--- src/rtl/direction_ctrl_pkg.sv ---
// direction_ctrl_pkg
//   Shared definitions for the direction controller: direction state
//   encoding, parameter defaults and the direction transition rule.
//   Optional feature macro (used by direction_ctrl): DIRECTION_CTRL_PAUSE_EN.
package direction_ctrl_pkg;

    typedef enum logic {
        DOWN_DIR = 1'b0,
        UP_DIR   = 1'b1
    } dir_e;

    localparam int DEBOUNCE_CYCLES_DEF = 16;
    localparam int STEP_DIV_DEF        = 8;

    // Simultaneous up/down events cancel; a repeat of the current
    // direction is a no-op, so only a lone opposite event moves the state.
    function automatic dir_e next_dir(input dir_e cur, input logic up_ev, input logic dn_ev);
        next_dir = cur;
        if (up_ev && !dn_ev)
            next_dir = UP_DIR;
        else if (dn_ev && !up_ev)
            next_dir = DOWN_DIR;
    endfunction

endpackage

--- src/rtl/debounce.sv ---
// debounce
//   Two-flop synchronizer, counter-based debouncer and press detector for
//   one raw pushbutton.
// Ports:
//   clock   in  rising-edge clock
//   reset   in  asynchronous active-low reset
//   i_btn   in  raw asynchronous button level (1 = pressed)
//   o_press out one-cycle pulse on each 0->1 change of the debounced level
module debounce #(
    parameter int DEBOUNCE_CYCLES = 16
) (
    input  logic clock,
    input  logic reset,
    input  logic i_btn,
    output logic o_press
);

    logic        r_sync1;
    logic        r_sync2;
    logic        r_level;
    logic        r_level_q;
    logic [15:0] r_cnt;
    logic        w_differ;

    assign w_differ = (r_sync2 != r_level);

    always_ff @(posedge clock or negedge reset) begin
        if (!reset) begin
            r_sync1   <= 1'b0;
            r_sync2   <= 1'b0;
            r_level   <= 1'b0;
            r_level_q <= 1'b0;
            r_cnt     <= '0;
        end else begin
            r_sync1   <= i_btn;
            r_sync2   <= r_sync1;
            r_level_q <= r_level;
            if (!w_differ) begin
                r_cnt <= '0;
            end else if (r_cnt == 16'(DEBOUNCE_CYCLES - 1)) begin
                // This mismatch is the DEBOUNCE_CYCLES-th in a row: accept it.
                r_level <= r_sync2;
                r_cnt   <= '0;
            end else begin
                r_cnt <= r_cnt + 16'd1;
            end
        end
    end

    // Rising edge of the debounced level only; releases are silent.
    assign o_press = r_level & ~r_level_q;

endmodule

--- src/rtl/direction_ctrl.sv ---
// direction_ctrl
//   Turns two pushbuttons into a direction level for a light sequencer,
//   plus a free-running step tick.
//   Optional feature: define DIRECTION_CTRL_PAUSE_EN to let a simultaneous
//   press of both buttons toggle a pause that freezes the step prescaler.
// Ports:
//   clock       in  rising-edge clock
//   reset       in  asynchronous active-low reset
//   btn_up      in  raw button, 1 = pressed
//   btn_down    in  raw button, 1 = pressed
//   up          out registered direction (1 = count up)
//   step        out registered one-cycle advance tick
//   dir_changed out registered one-cycle pulse when up changes
//   paused      out registered pause flag (0 when the feature is off)
module direction_ctrl
    import direction_ctrl_pkg::*;
#(
    parameter int DEBOUNCE_CYCLES = DEBOUNCE_CYCLES_DEF,
    parameter int STEP_DIV        = STEP_DIV_DEF
) (
    input  logic clock,
    input  logic reset,
    input  logic btn_up,
    input  logic btn_down,
    output logic up,
    output logic step,
    output logic dir_changed,
    output logic paused
);

    logic        w_up_press;
    logic        w_dn_press;
    dir_e        r_state;
    dir_e        w_state_nxt;
    logic        r_dir_changed;
    logic [15:0] r_pre_cnt;
    logic        r_step;
    logic        w_run;

    debounce #(.DEBOUNCE_CYCLES(DEBOUNCE_CYCLES)) u_deb_up (
        .clock   (clock),
        .reset   (reset),
        .i_btn   (btn_up),
        .o_press (w_up_press)
    );

    debounce #(.DEBOUNCE_CYCLES(DEBOUNCE_CYCLES)) u_deb_dn (
        .clock   (clock),
        .reset   (reset),
        .i_btn   (btn_down),
        .o_press (w_dn_press)
    );

    // Direction FSM
    always_comb begin
        w_state_nxt = r_state;
        w_state_nxt = next_dir(r_state, w_up_press, w_dn_press);
    end

    always_ff @(posedge clock or negedge reset) begin
        if (!reset) begin
            r_state       <= UP_DIR;
            r_dir_changed <= 1'b0;
        end else begin
            r_state       <= w_state_nxt;
            // Registered alongside the state so the pulse lines up with
            // the first cycle that shows the new direction.
            r_dir_changed <= (w_state_nxt != r_state);
        end
    end

`ifdef DIRECTION_CTRL_PAUSE_EN
    logic r_paused;
    logic w_both;

    assign w_both = w_up_press & w_dn_press;

    always_ff @(posedge clock or negedge reset) begin
        if (!reset)
            r_paused <= 1'b0;
        else if (w_both)
            r_paused <= ~r_paused;
    end

    assign w_run  = ~r_paused;
    assign paused = r_paused;
`else
    assign w_run  = 1'b1;
    assign paused = 1'b0;
`endif

    // Step prescaler: free-running, unaffected by direction changes;
    // while paused it holds its count so the phase resumes unchanged.
    always_ff @(posedge clock or negedge reset) begin
        if (!reset) begin
            r_pre_cnt <= '0;
            r_step    <= 1'b0;
        end else begin
            r_step <= w_run && (r_pre_cnt == 16'(STEP_DIV - 1));
            if (w_run) begin
                if (r_pre_cnt == 16'(STEP_DIV - 1))
                    r_pre_cnt <= '0;
                else
                    r_pre_cnt <= r_pre_cnt + 16'd1;
            end
        end
    end

    assign up          = (r_state == UP_DIR);
    assign step        = r_step;
    assign dir_changed = r_dir_changed;

endmodule

--- config.mk ---
export PLATFORM = sky130hd
export DESIGN_NAME = direction_ctrl
export DESIGN_NICKNAME = d
export VERILOG_FILES = /design/src/rtl/direction_ctrl_pkg.sv /design/src/rtl/debounce.sv /design/src/rtl/direction_ctrl.sv
export SDC_FILE = /design/constraint.sdc
export NUM_CORES = 1
export LEC_CHECK = 0
export CORE_ASPECT_RATIO = 1.2
export CORE_UTILIZATION = 45
export DETAILED_ROUTE_END_ITERATION = 10
export GPL_ROUTABILITY_DRIVEN = 0
export PLACE_DENSITY_LB_ADDON = 0.05
export RECOVER_POWER = 100
export SYNTH_ARGS = -nofsm -noshare
export SYNTH_HDL_FRONTEND = slang
export SYNTH_SLANG_ARGS = --single-unit
--- constraint.sdc ---
create_clock -name clock -period 3 [get_ports clock]
set_clock_uncertainty 0.05 [all_clocks]
set_input_delay 0.6 -clock clock [delete_from_list [all_inputs] [get_ports clock]]
set_output_delay 0.6 -clock clock [all_outputs]
set_load 0.005 [all_outputs]
Yosys cells after proc, flatten, opt, wreduce, memory -nomap -nowiden
Cells that the tools add are included.
{ "totals": {"register_bits": 59, "elab_cells": 40, "output_inout_bits": 4} }
{ "op_classes": {"bitwise_logic": 4, "n_reduce_logical": 6, "n_eq_ne": 6, "addsub": 3, "muxes": 7} }
{ "ops": {"columns": ["op", "count"], "rows": [
  ["16-bit 2-to-1 mux", 5],
  ["16-bit by 1-bit adder with 16-bit output (second input constant)", 3],
  ["16-bit by 4-bit == test with 1-bit output (second input constant)", 2],
  ["16-bit by 3-bit == test with 1-bit output (second input constant)", 1],
  ["2-bit AND reduction", 2],
  ["1-bit != test", 3],
  ["1-bit bitwise AND", 2],
  ["1-bit logical AND", 2],
  ["1-bit zero test", 2],
  ["1-bit 2-to-1 mux", 2],
  ["1-bit NOT", 2]
]} }

Longest topological paths before layout
{ "depth": {"ltp_word": 7, "mapped_depth": 6} }

Cells and area by module
A second synthesis with hierarchy kept.
{ "hier_totals": {"cells_unflattened": 252, "area_unflattened_um2": 2816.5} }
{ "by_module_without_submodules": {"columns": ["mod", "cells_per_inst", "area_each_um2", "n_inst"], "rows": [
  ["debounce", 88, 968.4, 2],
  ["direction_ctrl", 76, 879.6, 1]
]} }

Worst setup path before layout
Ideal clock, no wire load.
{ "synth_timing": {"path_kind": "reg-to-reg", "from": "register u_deb_dn.r_cnt[0]", "to": "register u_deb_dn.r_cnt[12]", "path_slack_ps": 1559, "setup_ps": 71, "arrival_ps": 1320, "path_stages_with_launch": 7, "n_path_buf": 1, "cell_sequence": "dfrtp_1 -> ha_1 -> and3_1 -> nand4_1 -> nand2_1 -> buf_4 -> nor2_1"} }
{ "synth_via": {"elab_chain_len": 3, "elab_cells_between_ends": 4} }
{ "synth_lines": {"columns": ["item", "line_no", "rtl"], "rows": [
  ["from (decl)", "debounce.sv:22", "logic [15:0] r_cnt;"],
  ["from (signal assigned)", "debounce.sv:45", "r_cnt <= r_cnt + 16'd1;"],
  ["16-bit by 1-bit adder with 16-bit output or 16-bit by 4-bit == test with 1-bit output (tied branches)", "debounce.sv:45, debounce.sv:40", null],
  ["16-bit 2-to-1 mux *", "debounce.sv:40", "end else if (r_cnt == 16'(DEBOUNCE_CYCLES - 1)) begin"],
  ["16-bit 2-to-1 mux *", "debounce.sv:38", "if (!w_differ) begin"]
]} }
Every way passes the cells marked *; elsewhere a longest branch is shown, timed or not.
A chain may end at the register's enable or synchronous reset.

Worst setup path in the final report
{ "layout_timing": {"from": "register r_state, in the netlist up", "to": "output up"} }
{ "layout_lines": {"columns": ["item", "line_no", "rtl"], "rows": [
  ["from (decl)", "direction_ctrl.sv:33", "dir_e r_state;"],
  ["from (signal assigned)", "direction_ctrl.sv:65", "r_state <= w_state_nxt;"],
  ["to (decl)", "direction_ctrl.sv:25", "output logic up,"]
]} }
No word-level cell between the ends.

==> flow_metrics.py <==
metrics = {
    "clock_tree": {
        "clk_pin_slew_worst_paths_ns": 0.06,
        "htreeDepth": 3,
        "clockBufferDepth": 2,
        "cts_setup_buffers": 0,
        "insertion_delay_ns": 0.33,
        "cts_hold_buffers": 0,
        "root_buffer": "clkbuf_8",
        "cts_sinks": 59,
        "cts_tree": "done",
        "ctsResizeCount": 0,
        "cts_buffers": 9,
    },
    "global_route": {
        "grt_pass1_vias": 1663,
        "met2_usage_pct": 24.3,
        "antenna_found_initial": 0,
        "grt_usage_pct": 16.8,
        "grt_max_degree": 34,
        "grt.busiest_layer": "met2",
        "overflow": 0,
        "grt_pass1_wl_mm": 7.81,
        "use_met1_pct": 23.1,
        "grtUsageMet3_pct": 3.49,
    },
    "sta": {
        "rsz0062_at_grt": "false",
        "finalSetupViolations": 0,
        "finalHoldViolCount": 0,
        "tightest_slew_ns": 1.50,
        "slew_viol_final": 26,
        "maxSlewHeadroom_pct": -0.152,
        "fin_crit_ns": 2.09,
        "post-route-period-util_pct": 69.8,
        "setup_tns_ns": 0,
        "fmax_ghz": 0.478,
    },
    "place": {
        "portBuffers": 6,
        "dp_cells": 327,
        "dp_hpwl_mm": 2.99,
    },
    "pwr": {
        "p_per_area_nw_per_um2": 501,
        "vdd_drop_max_v": 0.000269,
        "p_leak_nw": 1.26,
    },
    "setup_path": {
        "path_cells": "dlygate4sd3_1",
        "worstPathArrival_ns": 1.44,
        "slowest_stage": "dlygate4sd3_1",
        "cpLargestDelayFamily": "buffers and inverters",
        "r2r_slack_ns": 1.21,
        "start_kind": "flop",
        "critPathMaxStageDelay_ns": 0.57,
        "rr_startpoint": "u_deb_up.r_cnt[0]$_DFF_PN0_",
        "rr_worst_depth": 5,
        "worstSetupPathType": "flop to primary output",
        "worst_r2r_endpoint": "u_deb_up.r_cnt[14]$_DFF_PN0_",
        "worstPathRequired_ns": 2.35,
        "critPathBufInv": 1,
        "cp-end-kind": "primary output",
        "cp_max_fo": 4,
    },
    "final_layout": {
        "areaGrowthSynthToFinish_pct": 11.7,
        "drive_gt1_share_pct": 10.3,
        "fin_cells": 343,
        "top_regs": "r_pre_cnt x16, u_deb_dn.r_cnt x16, u_deb_up.r_cnt x16",
        "nNetsFinal": 265,
        "antennaDiodeCount": 0,
    },
    "drt": {
        "vias": 1670,
        "ant_nets": 0,
        "routed_wl_mm": 4.48,
        "drt_first_iter_violations": 98,
        "drc": 0,
        "vias_per_cell": 4.87,
        "wl_per_cell_um": 13.1,
        "dr.pass1.iters": 4,
    },
    "floorplan": {
        "num_rows": 30,
        "pin_count": 8,
        "dieArea_um2": 6250,
        "dieHeight_um": 86.4,
        "initial_core_util_pct": 46.8,
        "core_um2": 5710,
        "die_w_um": 72.3,
    },
    "logic_synthesis": {
        "yosysSeqAreaShare_pct": 55.3,
        "netlist_area_um2": 2670,
        "ys_types": 28,
        "syn_inst": 243,
        "ys_ff_latch": 59,
        "avgSynthCellArea_um2": 11.0,
        "yosys_warnings": 0,
        "syn_nets": 250,
    },
    "status": {
        "violations": "capacitance limit, slew limit",
        "outcome": "finished, violations left",
    },
    "worst_hold_path": {
        "holdCritStartpoint": "u_deb_dn.r_sync1$_DFF_PN0_",
        "min_to": "u_deb_dn.r_sync2$_DFF_PN0_",
        "hold_path_class": "flop to flop",
        "hold_depth": 0,
    },
    "job": {
        "maxCapViolCount": 1,
    },
}
## cells in the mapped netlist
library cell	instances	area share (%)
nand3_4	2	1.3
dfrtp_1	58	54
nor3_1	9	1.7
and3_2	2	0.56
xnor2_1	33	11
nor4_1	13	3.0
nand3_1	13	2.4
nor4_4	1	0.80
nor4b_1	1	0.33
nand4_4	1	0.80
dfstp_2	1	0.98
and3_1	4	0.94
nor4_2	3	1.4
and4_4	1	0.42
maj3_1	1	0.37
xor2_1	11	3.6
conb_1	1	0.14
nor2_1	42	5.9
nand2b_1	1	0.23
mux2_2	2	0.84
o21ai_0	1	0.19
buf_4	3	0.84
inv_1	7	0.98
nor2b_1	2	0.47
nand4_2	1	0.47
nand4_1	11	2.6
nand2_1	15	2.1
ha_1	3	1.4
## layout make-up
| type | count | area [um2] |
|---|---|---|
| clock buffer | 12 | 155 |
| clock inverter | 4 | 25.0 |
| fill | 544 | 2720 |
| inverter | 7 | 26.3 |
| multi-input combinational | 174 | 1130 |
| sequential | 59 | 1480 |
| tap | 80 | 100 |
| timing repair buffer | 7 | 73.8 |
## cells by family after synthesis
| family | share of synthesized area (%) |
|---|---|
| and+or+nand+nor | 25.5 |
| AOI/OAI and AO/OA | 0.187 |
| adders and majority gates | 1.78 |
| muxes | 0.843 |
| other | 0.140 |
| DFF | 55.3 |
| buffers and inverters | 1.83 |
| xor gates and xnor gates | 14.4 |
## per-stage QoR
stage                     area [um2]  utilization [%]  hold WS, ns  total power [W]  setup WS (ns)
final                           2980             52.3        0.310          0.00150          0.906
after global routing            2980             52.3        0.318          0.00157          0.858
after CTS                       3000             52.7        0.246          0.00152          0.944
after detailed placement        2820             49.5        0.288         0.000871           1.24
after global placement          2820             49.5        0.300         0.000871           1.25
after floorplan                 2670                -        0.254         0.000845           1.56
## worst max-delay path by stage
stage / start / endpoint / slack (ns) / depth (start not counted)
2_1_floorplan: u_deb_dn.r_cnt[0]$_DFF_PN0_ / u_deb_dn.r_cnt[12]$_DFF_PN0_ / 1.56 / 6
3_3_place_gp: u_deb_dn.r_cnt[7]$_DFF_PN0_ / u_deb_dn.r_cnt[3]$_DFF_PN0_ / 1.25 / 4
3_5_place_dp: u_deb_up.r_cnt[0]$_DFF_PN0_ / u_deb_up.r_cnt[3]$_DFF_PN0_ / 1.24 / 5
4_1_cts: up$_DFF_PN1_ / up / 0.94 / 1
5_1_grt: up$_DFF_PN1_ / up / 0.86 / 1
6_report: up$_DFF_PN1_ / up / 0.91 / 1
## placed cells by master (no fill, tap or decap), types with 2 or more instances in the layout
| cell type | instances |
|---|---|
| clkbuf_8 | 11 |
| inv_1 | 7 |
| nor4_2 | 3 |
| xnor2_1 | 33 |
| mux2_2 | 2 |
| nand3_4 | 2 |
| nor2b_1 | 2 |
| xor2_1 | 11 |
| nor2_1 | 42 |
| nor3_1 | 9 |
| clkinv_2 | 2 |
| nand2_1 | 15 |
| and3_1 | 5 |
| nor4_1 | 13 |
| clkbuf_1 | 2 |
| ha_1 | 3 |
| dfrtp_1 | 58 |
| nand4_1 | 12 |
| dlygate4sd3_1 | 5 |
| nand3_1 | 13 |
| clkinvlp_4 | 2 |
## per-layer routing
metal	wire, um	share of wire (%)	vias to the layer above
li1	-	-	859
met1	2250	50	789
met2	2020	45	13
met3	83	1.9	9
met4	117	2.6	0
met5	0	0	-
## power by group
part / switching, W / leakage (nW) / internal, W
logic: 0.0000276 / 0.369 / 0.0000123
registers: 0.00000799 / 0.803 / 0.000806
clock network: 0.000300 / 0.0884 / 0.000342
Note: power is estimated with default switching activity, not from simulation.
